==> config.mk <==
export PLATFORM = sky130hd
export DESIGN_NAME = round_key_store
export DESIGN_NICKNAME = d
export VERILOG_FILES = /design/src/rtl/round_key_store.sv
export SDC_FILE = /design/constraint.sdc
export NUM_CORES = 2
export LEC_CHECK = 0
export ABC_AREA = 1
export CAP_MARGIN = 10
export CORE_UTILIZATION = 25
export DETAILED_ROUTE_END_ITERATION = 8
export PLACE_DENSITY_LB_ADDON = 0.12
export REMOVE_ABC_BUFFERS = 1
export SETUP_SLACK_MARGIN = 0.02
export SLEW_MARGIN = 20
export SYNTH_ARGS = -nofsm -noshare
export SYNTH_HDL_FRONTEND = slang
export SYNTH_SLANG_ARGS = --single-unit
==> constraint.sdc <==
create_clock -name Clk -period 1.5 [get_ports Clk]
set_input_delay 0.3 -clock Clk [delete_from_list [all_inputs] [get_ports Clk]]
set_output_delay 0.3 -clock Clk [all_outputs]
set_load 0.02 [all_outputs]
==> src/rtl/round_key_store.sv <==
`default_nettype none
// ============================================================================
// Module      : round_key_store
// Description : Holds the 60 expanded-key words of an AES-256 schedule as
//               15 x 128-bit round keys with per-word valid tracking, and
//               serves one round-key read per cycle with 1-cycle latency.
// Option      : define ROUND_KEY_ZEROIZE_EN to add the Clr/Zero_Busy
//               zeroization sequencer.
// Revision    : 1.0 - initial release
// ============================================================================
module round_key_store (
    input  logic         Clk,
    input  logic         Rst,
    input  logic         Wr_En,
    input  logic [5:0]   Word_Idx,
    input  logic [31:0]  Word_In,
    input  logic         Rd_Req,
    input  logic [3:0]   Rd_Round,
`ifdef ROUND_KEY_ZEROIZE_EN
    input  logic         Clr,
    output logic         Zero_Busy,
`endif
    output logic         Rd_Valid,
    output logic         Rd_Err,
    output logic [127:0] Rd_Key,
    output logic [5:0]   Words_Loaded,
    output logic         Keys_Done
);

    localparam int unsigned c_NUM_ROUNDS = 15;
    localparam logic [5:0]  c_LAST_WORD  = 6'd59;
    localparam logic [3:0]  c_LAST_ROUND = 4'd14;
    localparam logic [5:0]  c_NUM_WORDS  = 6'd60;

    logic [127:0] r_key [0:c_NUM_ROUNDS-1];
    logic [59:0]  r_valid;
    logic [5:0]   r_count;
    logic         r_rd_valid;
    logic         r_rd_err;
    logic [127:0] r_rd_key;

    logic         w_wiping;
    logic         w_clr_start;
    logic         w_wr;
    logic [63:0]  w_valid_ext;
    logic [5:0]   w_rd_base;
    logic [3:0]   w_rd_round_safe;
    logic         w_rd_ready;
    logic [6:0]   w_lane_lsb;

    // Lane 0 of a round sits in the most significant 32 bits of the key.
    assign w_lane_lsb      = {~Word_Idx[1:0], 5'b0_0000};
    assign w_wr            = Wr_En && (Word_Idx <= c_LAST_WORD) && !w_wiping && !w_clr_start;
    // Padding lets round 15 index four (always-clear) bits without going out of range.
    assign w_valid_ext     = {4'b0000, r_valid};
    assign w_rd_base       = {Rd_Round, 2'b00};
    assign w_rd_round_safe = (Rd_Round <= c_LAST_ROUND) ? Rd_Round : 4'd0;
    assign w_rd_ready      = (Rd_Round <= c_LAST_ROUND) && (&w_valid_ext[w_rd_base +: 4]) && !w_wiping;

`ifdef ROUND_KEY_ZEROIZE_EN
    typedef enum logic [0:0] {
        ST_IDLE = 1'b0,
        ST_WIPE = 1'b1
    } state_t;

    state_t     r_state;
    logic [3:0] r_wipe_idx;
    logic       r_zero_busy;

    assign w_wiping    = (r_state == ST_WIPE);
    assign w_clr_start = Clr && (r_state == ST_IDLE);
    assign Zero_Busy   = r_zero_busy;

    // Zeroization sequencer: walks rounds 0..14, busy for exactly 15 cycles.
    always_ff @(posedge Clk or negedge Rst) begin
        if (!Rst) begin
            r_state     <= ST_IDLE;
            r_wipe_idx  <= 4'd0;
            r_zero_busy <= 1'b0;
        end else begin
            case (r_state)
                ST_IDLE: begin
                    if (Clr) begin
                        r_state     <= ST_WIPE;
                        r_wipe_idx  <= 4'd0;
                        r_zero_busy <= 1'b1;
                    end
                end
                ST_WIPE: begin
                    if (r_wipe_idx == c_LAST_ROUND) begin
                        r_state     <= ST_IDLE;
                        r_wipe_idx  <= 4'd0;
                        r_zero_busy <= 1'b0;
                    end else begin
                        r_wipe_idx  <= r_wipe_idx + 4'd1;
                    end
                end
                default: begin
                    r_state     <= ST_IDLE;
                    r_zero_busy <= 1'b0;
                end
            endcase
        end
    end
`else
    assign w_wiping    = 1'b0;
    assign w_clr_start = 1'b0;
`endif

    // Key storage: word writes land in their round/lane; wipe clears a round per cycle.
    always_ff @(posedge Clk or negedge Rst) begin
        if (!Rst) begin
            for (int i = 0; i < c_NUM_ROUNDS; i++) begin
                r_key[i] <= '0;
            end
        end else begin
            if (w_wr) begin
                r_key[Word_Idx[5:2]][w_lane_lsb +: 32] <= Word_In;
            end
`ifdef ROUND_KEY_ZEROIZE_EN
            if (w_wiping) begin
                r_key[r_wipe_idx] <= '0;
            end
`endif
        end
    end

    // Valid bits and distinct-word count; word 0 starts a fresh key schedule.
    always_ff @(posedge Clk or negedge Rst) begin
        if (!Rst) begin
            r_valid <= '0;
            r_count <= 6'd0;
        end else if (w_clr_start) begin
            r_valid <= '0;
            r_count <= 6'd0;
        end else if (w_wr) begin
            if (Word_Idx == 6'd0) begin
                r_valid <= 60'd1;
                r_count <= 6'd1;
            end else if (!r_valid[Word_Idx]) begin
                r_valid[Word_Idx] <= 1'b1;
                r_count           <= r_count + 6'd1;
            end
        end
    end

    // Read response: one registered Valid or Err pulse per request; key held when idle.
    always_ff @(posedge Clk or negedge Rst) begin
        if (!Rst) begin
            r_rd_valid <= 1'b0;
            r_rd_err   <= 1'b0;
            r_rd_key   <= '0;
        end else begin
            r_rd_valid <= Rd_Req && w_rd_ready;
            r_rd_err   <= Rd_Req && !w_rd_ready;
            if (Rd_Req) begin
                r_rd_key <= w_rd_ready ? r_key[w_rd_round_safe] : 128'd0;
            end
        end
    end

    assign Rd_Valid     = r_rd_valid;
    assign Rd_Err       = r_rd_err;
    assign Rd_Key       = r_rd_key;
    assign Words_Loaded = r_count;
    assign Keys_Done    = (r_count == c_NUM_WORDS);

endmodule
`default_nettype wire

==> impl_metrics.yaml <==
die:
  start_util_pct: 25.2
  die_w_microns: 637
  core_area_sq_um: 400000
  dieHeight_microns: 637
  fp.dieArea_sq_um: 405000
  rows: 232
  ioPinCount: 183
power_and_ir_drop:
  p_leak_nw: 64.1
  peakVddDrop_uv: 848
  power_density_nw_per_um2: 1150
global_routing:
  antenna_found_initial: 16
  grt_max_degree: 65
  overflow: 0
  grt_usage_pct: 20.2
  grt_pass1_vias: 83600
  grt_pass1_wl_microns: 607000
detailed_routing:
  drc: 0
  avgViaCountPerCell: 4.82
  routedWlPerCell_microns: 24.5
  vias: 83100
  drt-initial-drc-count: 6493
  drt-total-wl_microns: 423000
  ant_nets: 0
  dr.pass1.iters: 6
cts:
  clk_latency_ns: 0.93
  clk_pin_slew_worst_paths_ns: 0.06
  clk_path_buf_depth: 4
  cts_inserted_buffers: 272
  cts_max_level: 5
  cts_tree: "yes"
  cts_root_buf: "clkbuf_16"
  cts_sinks: 2116
finish:
  multi_input_area_sq_um: 43200
  utilization_pct: 33.5
  syn2layout_area_growth_pct: 33.2
  stdcell_area_sq_um: 134000
  layout_commonest_cell: "nand2_1"
  seq_area_sq_um: 53000
  drive_gt1_share_pct: 26.5
  final_cell_mix: "nand2_1 (2785), dfrtp_1 (2087), nand3_1 (1653)"
  fillers: 40600
  nNetsFinal: 11800
timing:
  max_freq_mhz: 469
  slew_violations: 0
  max_slew_margin_pct: 50.1
  finalWorstSetupSlack_ns: -0.633
  final_hold_viol_count: 0
  hold_ws_ns: 0.110
  setup_viol: 421
  tightest_slew_ns: 0.746
  rsz0062_at_grt: "true"
  min_period_over_period_pct: 142
  min_period_ns: 2.13
  fin_worst_skew_ns: 0.0463
yosys:
  ys_seq_elements: 2116
  syn-mean-instance-area_sq_um: 9.33
  yosysWarnings: 0
  yosysSeqAreaShare_pct: 52.6
  synthDistinctLibCells: 31
  synth_cells: 10800
  synth_area_sq_um: 101000
flow_run:
  max-cap-violations: 0
worst_setup_path:
  critical_path_arrival_ns: 2.96
  r2r-start: "r_valid[41]"
  r2r_end: "Rd_Key[115]"
  cp_max_fo: 7
  critPathCaptureType: "flop"
  path_class: "reg2reg"
  r2r_slack_ns: -0.63
  critPathLaunchType: "flop"
  rr_worst_depth: 13
  crit_required_ns: 2.32
placement:
  post-place-ws_ns: -1.61
  place_hpwl_microns: 272000
  place_area_sq_um: 122000
  routabilityCongestion: 0.823
  portBuffers: 182
status:
  violations: "setup timing"
  status: "complete, but fails checks"
hold_path:
  hold_class: "in2async"
## report_power, final
part / total, W / leakage [nW] / switching [W] / internal [W]
Sequential: 0.0636 / 27.8 / 0.00204 / 0.0616
Clock: 0.0665 / 4.40 / 0.0268 / 0.0397
Combinational: 0.0245 / 31.9 / 0.0143 / 0.0102
Total: 0.155 / 64.1 / 0.0432 / 0.111
## flip-flops by register name, summed over array words and instances, names as in the netlist
name / flops
Words_Loaded: 6
r_key: 1920
Rd_Key: 128
Rd_Valid: 1
r_valid: 60
Rd_Err: 1
## critical path: stages, from the launching register on
cell and delay [ns]:
dfrtp_1 0.35, nand2_1 0.06, nor2_1 0.28, nor2_1 0.07
nor2_1 0.09, nand2_1 0.06, nand2_1 0.08, nand3_2 0.12
nand2_8 0.16, nand2_8 0.09, buf_16 0.19, buf_16 0.17
buf_12 0.17, o21ai_2 0.09
## worst max path at each step
stage / start / end / slack (ns)
final: r_valid[41] / Rd_Key[115] / -0.63
after global routing: r_valid[59] / Rd_Key[50] / -0.73
after CTS: Words_Loaded[1] / Keys_Done / -0.71
after detailed placement: Word_Idx[1] / r_key[356] / -1.61
after global placement: Rd_Round[1] / Rd_Key[50] / -1.59
after floorplan: Rd_Round[3] / Rd_Key[0] / -38.73
## routing by layer
metal,GRT usage (%),vias up,wire (microns)
met1,28.0,42600,194000
met2,33.0,2085,197000
met3,2.38,512,18500
li1,-,37800,-
met5,0,-,27
met4,5.30,4,12700
## final cells by class
cell class                 count  area share (%)
antenna                        9          0.0168
clock buffer                 395            5.94
clock inverter                78           0.736
inverter                     550            1.58
multi-input combinational   7244            32.2
sequential                  2116            39.5
tap                         5265            4.91
timing repair buffer        1595            15.1
## kinds of logic after synthesis
group	Yosys count	synth area share (%)
mux	1452	16.2
compound gates	882	4.47
buf+inv	1432	5.84
flops	2116	52.6
xor+xnor	4	0.0348
fa+ha+maj	7	0.0870
simple gates	4898	20.7
## synth_stat cells
| cell type | instances | area share [%] |
|---|---|---|
| a21oi_1 | 176 | 0.87 |
| buf_1 | 81 | 0.30 |
| buf_2 | 323 | 1.6 |
| buf_4 | 19 | 0.14 |
| buf_6 | 4 | 0.045 |
| clkbuf_1 | 455 | 1.7 |
| clkinv_1 | 1 | 0.0037 |
| dfrtp_1 | 2116 | 53 |
| ha_1 | 7 | 0.087 |
| inv_1 | 539 | 2.0 |
| inv_2 | 10 | 0.037 |
| mux2_1 | 562 | 6.3 |
| mux2_2 | 890 | 10 |
| nand2_1 | 2835 | 11 |
| nand2_2 | 8 | 0.050 |
| nand3_1 | 1669 | 8.3 |
| nand3b_1 | 2 | 0.015 |
| nand4_1 | 71 | 0.44 |
| nor2_1 | 230 | 0.86 |
| nor2_2 | 42 | 0.26 |
| nor2_4 | 4 | 0.045 |
| nor3_1 | 33 | 0.16 |
| o211ai_1 | 31 | 0.23 |
| o21a_1 | 1 | 0.0075 |
| o21ai_0 | 620 | 3.1 |
| o21ai_1 | 53 | 0.26 |
| o21bai_2 | 1 | 0.011 |
| or2_1 | 1 | 0.0062 |
| or2_2 | 3 | 0.019 |
| xnor2_1 | 3 | 0.026 |
| xor2_1 | 1 | 0.0087 |
## what timing repair did
item                        CTS  global route
setup endpoints to repair  2246          2252
hold endpoints to repair   2046             0
cloned                        5            32
setup buffers                73            63
pin swaps                    41            97
hold buffers                  2             0
gates resized for setup     944           268
## stage by stage
stage / std cells / power, W / setup TNS, ns
after floorplan: 9909 / 0.0754 / -8360.59
after global placement: 16600 / 0.0871 / -2741.33
after detailed placement: 16600 / 0.0874 / -2770.53
after CTS: 17200 / 0.156 / -634.70
after global routing: 17200 / 0.162 / -154.60
final: 17300 / 0.155 / -131.12
No activity file was read; power rests on OpenSTA's default activity.
